<file path="src/rtl/nand4_resp_checker_v.sv">
// -----------------------------------------------------------------------------
// nand4_resp_checker_v
//
// Response checker for 4-input NAND gate variants. Each strobed stimulus
// vector is captured and its expected NAND4 value computed. The gate output is
// sampled SETTLE_CYC clocks later and compared against that expected value.
// Passes and fails are counted, the first failure is recorded, and o_done is
// raised after NUM_VEC compares.
//
// Optional feature (compile-time macro NAND4_CHK_STOP_ON_FAIL_EN):
//   defined   -> the first mismatch ends the run immediately (DONE)
//   undefined -> every run checks all NUM_VEC vectors
//
// Parameters:
//   NUM_VEC    vectors per run (1..255)
//   SETTLE_CYC clocks from vector capture to output sample (>= 1)
//   ERR_W      width of the pass/fail counters
//
// Ports:
//   i_clk            system clock, rising edge
//   i_rst_n          synchronous reset, active low
//   i_start          one-cycle pulse: clear results and arm a run
//   i_vec_valid      one-cycle strobe: i_vec holds an applied vector
//   i_vec[3:0]       applied stimulus (bit 3 = a ... bit 0 = d)
//   i_f              gate output under check
//   o_busy           run in progress (ARMED, SETTLE, CMP)
//   o_done           run complete, results holding
//   o_pass_cnt       matching compares, saturating
//   o_fail_cnt       mismatching compares, saturating
//   o_first_fail_idx vector index of the first mismatch
//   o_first_fail_vec vector of the first mismatch
//   o_overrun        sticky: a vector arrived while a compare was pending
// -----------------------------------------------------------------------------
module nand4_resp_checker_v #(
    parameter int NUM_VEC    = 18,
    parameter int SETTLE_CYC = 4,
    parameter int ERR_W      = 8
) (
    input  logic             i_clk,
    input  logic             i_rst_n,
    input  logic             i_start,
    input  logic             i_vec_valid,
    input  logic [3:0]       i_vec,
    input  logic             i_f,
    output logic             o_busy,
    output logic             o_done,
    output logic [ERR_W-1:0] o_pass_cnt,
    output logic [ERR_W-1:0] o_fail_cnt,
    output logic [7:0]       o_first_fail_idx,
    output logic [3:0]       o_first_fail_vec,
    output logic             o_overrun
);

    typedef enum logic [2:0] {
        S_IDLE,
        S_ARMED,
        S_SETTLE,
        S_CMP,
        S_DONE
    } state_t;

    localparam int                CNT_W       = (SETTLE_CYC > 1) ? $clog2(SETTLE_CYC) : 1;
    localparam logic [CNT_W-1:0]  SETTLE_LOAD = CNT_W'(SETTLE_CYC - 1);
    localparam logic [7:0]        LAST_IDX    = 8'(NUM_VEC - 1);

`ifdef NAND4_CHK_STOP_ON_FAIL_EN
    localparam bit STOP_ON_FAIL = 1'b1;
`else
    localparam bit STOP_ON_FAIL = 1'b0;
`endif

    state_t           state;
    state_t           state_next;
    logic [7:0]       idx;
    logic [CNT_W-1:0] settle_cnt;
    logic [3:0]       vec_q;
    logic             exp_q;
    logic             f_q;
    logic             cmp_match;
    logic             run_end;

    // ------------------------------------------------------------------
    // Next-state logic
    // ------------------------------------------------------------------
    always_comb begin
        // NOTE: every signal written here gets a default first, so no path
        // leaves it unassigned and no latch is inferred.
        state_next = state;
        // Case equality: an X/Z sampled from the gate never counts as a match.
        cmp_match  = (f_q === exp_q);
        run_end    = (idx == LAST_IDX) || (STOP_ON_FAIL && !cmp_match);

        unique case (state)
            S_IDLE:   if (i_start) state_next = S_ARMED;
            S_ARMED: begin
                if (i_start)          state_next = S_ARMED;
                else if (i_vec_valid) state_next = S_SETTLE;
            end
            S_SETTLE: begin
                if (i_start)                 state_next = S_ARMED;
                else if (settle_cnt == '0)   state_next = S_CMP;
            end
            S_CMP: begin
                if (i_start)      state_next = S_ARMED;
                else if (run_end) state_next = S_DONE;
                else              state_next = S_ARMED;
            end
            S_DONE:   if (i_start) state_next = S_ARMED;
            default:  state_next = S_IDLE;
        endcase
    end

    // ------------------------------------------------------------------
    // State register and datapath
    // ------------------------------------------------------------------
    // NOTE: sequential state uses non-blocking assignments so every register
    // sees the pre-edge values of the others, independent of statement order.
    always_ff @(posedge i_clk) begin
        if (!i_rst_n) begin
            state            <= S_IDLE;
            idx              <= '0;
            settle_cnt       <= '0;
            vec_q            <= '0;
            exp_q            <= 1'b0;
            f_q              <= 1'b0;
            o_pass_cnt       <= '0;
            o_fail_cnt       <= '0;
            o_first_fail_idx <= '0;
            o_first_fail_vec <= '0;
            o_overrun        <= 1'b0;
        end else begin
            state <= state_next;

            if (i_start) begin
                // A start in any state begins a fresh run; an in-flight
                // vector is simply abandoned.
                idx              <= '0;
                settle_cnt       <= '0;
                o_pass_cnt       <= '0;
                o_fail_cnt       <= '0;
                o_first_fail_idx <= '0;
                o_first_fail_vec <= '0;
                o_overrun        <= 1'b0;
            end else begin
                unique case (state)
                    S_ARMED: begin
                        if (i_vec_valid) begin
                            vec_q      <= i_vec;
                            exp_q      <= ~&i_vec;
                            settle_cnt <= SETTLE_LOAD;
                        end
                    end
                    S_SETTLE: begin
                        if (i_vec_valid) o_overrun <= 1'b1;
                        // The gate output is registered on the edge that leaves
                        // SETTLE, which is exactly SETTLE_CYC clocks after capture.
                        if (settle_cnt == '0) f_q        <= i_f;
                        else                  settle_cnt <= settle_cnt - 1'b1;
                    end
                    S_CMP: begin
                        if (i_vec_valid) o_overrun <= 1'b1;
                        if (cmp_match) begin
                            if (o_pass_cnt != '1) o_pass_cnt <= o_pass_cnt + 1'b1;
                        end else begin
                            if (o_fail_cnt != '1) o_fail_cnt <= o_fail_cnt + 1'b1;
                            if (o_fail_cnt == '0) begin
                                o_first_fail_idx <= idx;
                                o_first_fail_vec <= vec_q;
                            end
                        end
                        if (!run_end) idx <= idx + 1'b1;
                    end
                    default: ;
                endcase
            end
        end
    end

    assign o_busy = (state == S_ARMED) || (state == S_SETTLE) || (state == S_CMP);
    assign o_done = (state == S_DONE);

endmodule

</file>
<file path="config.mk">
export PLATFORM = sky130hd
export DESIGN_NAME = nand4_resp_checker_v
export DESIGN_NICKNAME = d
export VERILOG_FILES = /design/src/rtl/nand4_resp_checker_v.sv
export SDC_FILE = /design/constraint.sdc
export NUM_CORES = 1
export LEC_CHECK = 0
export CORE_MARGIN = 2
export CORE_UTILIZATION = 40
export DETAILED_ROUTE_END_ITERATION = 8
export SLEW_MARGIN = 20
export SYNTH_ARGS = -nofsm -noshare
export SYNTH_HDL_FRONTEND = slang
export SYNTH_SLANG_ARGS = --single-unit
</file>
<file path="constraint.sdc">
create_clock -name i_clk -period 2.4 [get_ports i_clk]
set_input_delay 0.24 -clock i_clk [delete_from_list [all_inputs] [get_ports i_clk]]
set_output_delay 0.24 -clock i_clk [all_outputs]
set_load 0.01 [all_outputs]
</file>
# == After elaboration in Yosys (flattened, before gate mapping) ==
# Cells that the tools add are included.
# op_classes
n_eq_ne,13
n_mux,11
bitwise,4
reduce_logical,20
div_mod_pow,0
addsub,4
shifts,0
n_lt_le_gt_ge,0
multipliers,0
# op_table
operator,n
$add 8x1->8 const B,3
$mux 3,7
$reduce_and 3->1,7
$ne 8x8->1 const B,2
$pmux 3 s4,1
$eq 8x5->1 const B,1
$logic_not 8->1,1
$eq 3x2->1 const B,2
$ne 3x3->1 const B,2
$reduce_or 2->1,3
$mux 2,2
$ne 2x2->1 const B,2
$not 1->1,4
$pmux 2 s2,1
$reduce_and 2->1,2
$reduce_and 4->1,1
$eq 3x1->1 const B,1
$eq 3x3->1 const B,1
$logic_not 3->1,1
$logic_not 2->1,1
$logic_or 1x1->1,2
$ne 2x1->1 const B,1
$reduce_bool 2->1,1
$sub 2x1->2 const B,1
other kinds (2),2
# totals
romBits,0
wordCells,63
ff_bits,48
mem_bits_rw,0
latchBits,0
n_memories,0
inputBits,9
out_inout_bits,31

# == Longest topological paths before layout ==
# logic_depth
word_depth,4
ltp_mapped,7
ltp_nobuf,6

# == Worst setup path after synthesis ==
# OpenSTA, ideal clock, no wires.
# synth_timing
path_kind,register to register
start,reg o_pass_cnt[0]
end,reg o_pass_cnt[7]
slack_ns,0.605
t_required_ns,2.330
n_path_buf,1
synth_period_minus_slack_ns,1.795
path_stages_with_launch,7
t_arrival_ns,1.725
path_cell_list,dfxtp_1 ha_1 and4_1 a211o_1 buf_6 or4_1 a21oi_1
# synth_via
elab_chain_len,2
word_cells_on_any_way,3
# synth_lines
element,line_no,text
"start, declared",47,"output logic [ERR_W-1:0] o_pass_cnt,"
"start signal, assigned",163,if (o_pass_cnt != '1) o_pass_cnt <= o_pass_cnt + 1'b1;
"parallel branches: the longest is 2 deep, another holds $add 8x1->8",--,
# Parallel ways; which one is timed is not known.
# A chain may end at the register's enable or synchronous reset.

# == Worst setup path in the final report ==
# layout_timing
start,reg state[2]
end,out o_done
# layout_via
elab_chain_len,1
# layout_lines
element,line_no,text
"start, declared",72,state_t state;
"start signal, assigned",132,state <= state_next;
$eq 3x3->1,180,assign o_done = (state == S_DONE);
"end, declared",46,"output logic o_done,"
# Every way passes these cells.

==> results.txt <==
run status -> finished clean
H-tree depth -> 2
Final Skew -> 0.005986 ns
Power Total -> 1.377 mW
crit-path leading delay family -> buffers and inverters
Iteration-0 DRC Markers -> 115
CP max stage delay -> 0.59 ns
slew margin rel. -> 48.02%
worst vdd ir -> 267.9 uV
PD cells -> 499.0 nW/um2
TNS Setup -> 0 ns
first-pass GRT wire length -> 7.707 mm
commonest non-fill, non-tap cell in the layout -> dfxtp_1
Clock Latency Late Sink -> 0.31 ns
Via Count -> 1,859
Yosys cell types -> 44
leak pwr -> 1.037 nW
cts hold-fix bufs -> 0
post-CTS setup buffers -> 0
Clock Path Buffers -> 2
# nets final -> 297
Cell Count, Final, Fillers Out -> 355
layout cells sized above 1 -> 5.654%
ys flop type -> dfxtp_1
FF+latch count, synth -> 48
WS Path Type -> reg2out
Slew @ Worst Pin -> 0.7689 ns
total grt overflow -> 0
final-report hold violation count -> 0
most frequent cells in the layout -> dfxtp_1 (48), clkdlybuf4s50_1 (39), nor2_1 (35), mux2i_1 (21)
startpoint types -> flop
CP endpoint kind -> output pin
die height -> 78.66 um
CTS tree -> built
Detailed Place HPWL -> 3.200 mm
number of global-route vias before repair -> 1,670
slowest CP cell -> clkdlybuf4s50_1
fin worst setup slack -> 0.3769 ns
fin crit period -> 2.023 ns
cells after synthesis -> 243
Data required, critical path -> 2.16 ns
CTS Buf Count -> 5
All-Layer GR Usage -> 15.70%
Synth Net Count -> 258
final setup fails -> 0
Max FO, Critical Path -> 10
f_max -> 494.3 MHz
fin area -> 2760 um2
IO buf count -> 39
Place WS -> 0.4618 ns
Worst EP arrival -> 1.78 ns
Ports -> 40
1st-pass router iterations -> 4
DR vias/cell -> 5.237
clk root buf -> clkbuf_8
dpl cells -> 347
FFs w/ async S/R, synth -> 0%
pin count of the biggest net entering global routing -> 30
mapped cell area -> 2230 um2
sequential area share after synthesis -> 43.10%
core area -> 5439 um2
number of synthesized flops with an enable pin -> 0
Die Width -> 78.66 um
Slew Limit Fails -> 0
initial core utilization -> 40.99%
initial antenna violation count -> 0
synthesized area per cell -> 9.175 um2
unrepaired setup endpoints after global routing -> no
n_diodes -> 0
Synth Warn # -> 0
Post-route DRC -> 0
CTS Sinks -> 48
Rows -> 27
worst hold-check path type -> reg2reg
routed wire length -> 4.542 mm
routability cong. -> 0.7557
Avg WL per Cell -> 12.79 um
Clk pin slew, worst setup/hold paths -> 0.08 ns
die area -> 6187 um2
placed cell area -> 2668 um2
critical path, cell by cell -> inv_1 > nor3_1 > clkdlybuf4s50_1
Syn-to-layout area delta -> 23.79%
final clock period utilization by the worst path -> 84.30%
post-CTS resize count -> 0
CP Buf/Inv Count -> 2
Max Cap Viol -> 0
Routed Antenna Nets -> 0
## per-stage QoR
step           hold WS [ns]  util [%]
3_5_place_dp         0.4648     49.05
4_1_cts              0.4779     50.75
6_report             0.4851     50.75
2_1_floorplan        0.3682         -
5_1_grt              0.4975     50.75
3_3_place_gp         0.4614     49.05
## final timing paths
| path | startpoint | cells after the start | to | slack, ns |
|---|---|---|---|---|
| setup / recovery | state[2] | 3 | o_done | 0.38 |
| hold / removal | settle_cnt[0] | 1 | settle_cnt[0] | 0.49 |
| setup reg to reg | idx[0] | 5 | idx[0] | 0.45 |
| hold reg to reg | settle_cnt[0] | 1 | settle_cnt[0] | 0.49 |
## state kept, by name (all words and copies together), names as in the netlist
signal / flops
o_first_fail_vec: 4
o_overrun: 1
settle_cnt: 2
o_fail_cnt: 8
o_pass_cnt: 8
vec_q: 4
state: 3
o_first_fail_idx: 8
exp_q: 1
idx: 8
f_q: 1
## cell usage after synthesis, drive strengths merged (2+ instances only)
library cell | n | area [um2]
a21oi | 11 | 55.05
dfxtp | 48 | 960.9
nand3 | 12 | 60.06
mux2i | 21 | 210.2
o211ai | 4 | 35.03
nand3b | 3 | 35.03
nand2 | 7 | 28.78
and3 | 4 | 25.02
xor2 | 7 | 68.82
or3 | 5 | 31.28
nand4 | 6 | 37.54
a31oi | 2 | 12.51
clkbuf | 4 | 15.01
a211oi | 4 | 30.03
nor2b | 6 | 37.54
nor2 | 35 | 131.4
or4 | 3 | 22.52
ha | 6 | 75.07
nor3 | 5 | 25.02
o31ai | 2 | 15.01
buf | 6 | 50.04
xnor2 | 3 | 26.28
o21ai | 9 | 45.04
nor4b | 3 | 26.28
and4 | 2 | 17.52
inv | 12 | 45.04
nand2b | 2 | 12.51
## area by class of cell
cell class                 count  area (um2)
fill                         533        2679
tap                           72       90.09
sequential                    48       960.9
multi-input combinational    173        1159
clock inverter                 2       10.01
inverter                      12       45.04
clock buffer                   6       82.58
timing repair buffer          42       412.9
## cells by family after synthesis
kind of cell	after synthesis	synth area share, %
simple gates	98	23.85
flops	48	43.10
compound gates	38	11.05
buf+inv	22	4.938
mux	21	9.428
xor+xnor	10	4.265
fa+ha+maj	6	3.367
## per-layer routing
layer	GRT usage, %	part of all wire, %
met5	0	0
met4	6.491	1.2
met3	3.908	4.5
met2	23.68	44
met1	21.38	50
## where the power goes
| group | internal, mW | switching (mW) | leakage [nW] |
|---|---|---|---|
| combinational | 0.0330 | 0.0359 | 0.599 |
| clock | 0.230 | 0.267 | 0.0510 |
| sequential | 0.802 | 0.00987 | 0.387 |
No activity file was read; power rests on OpenSTA's default activity.
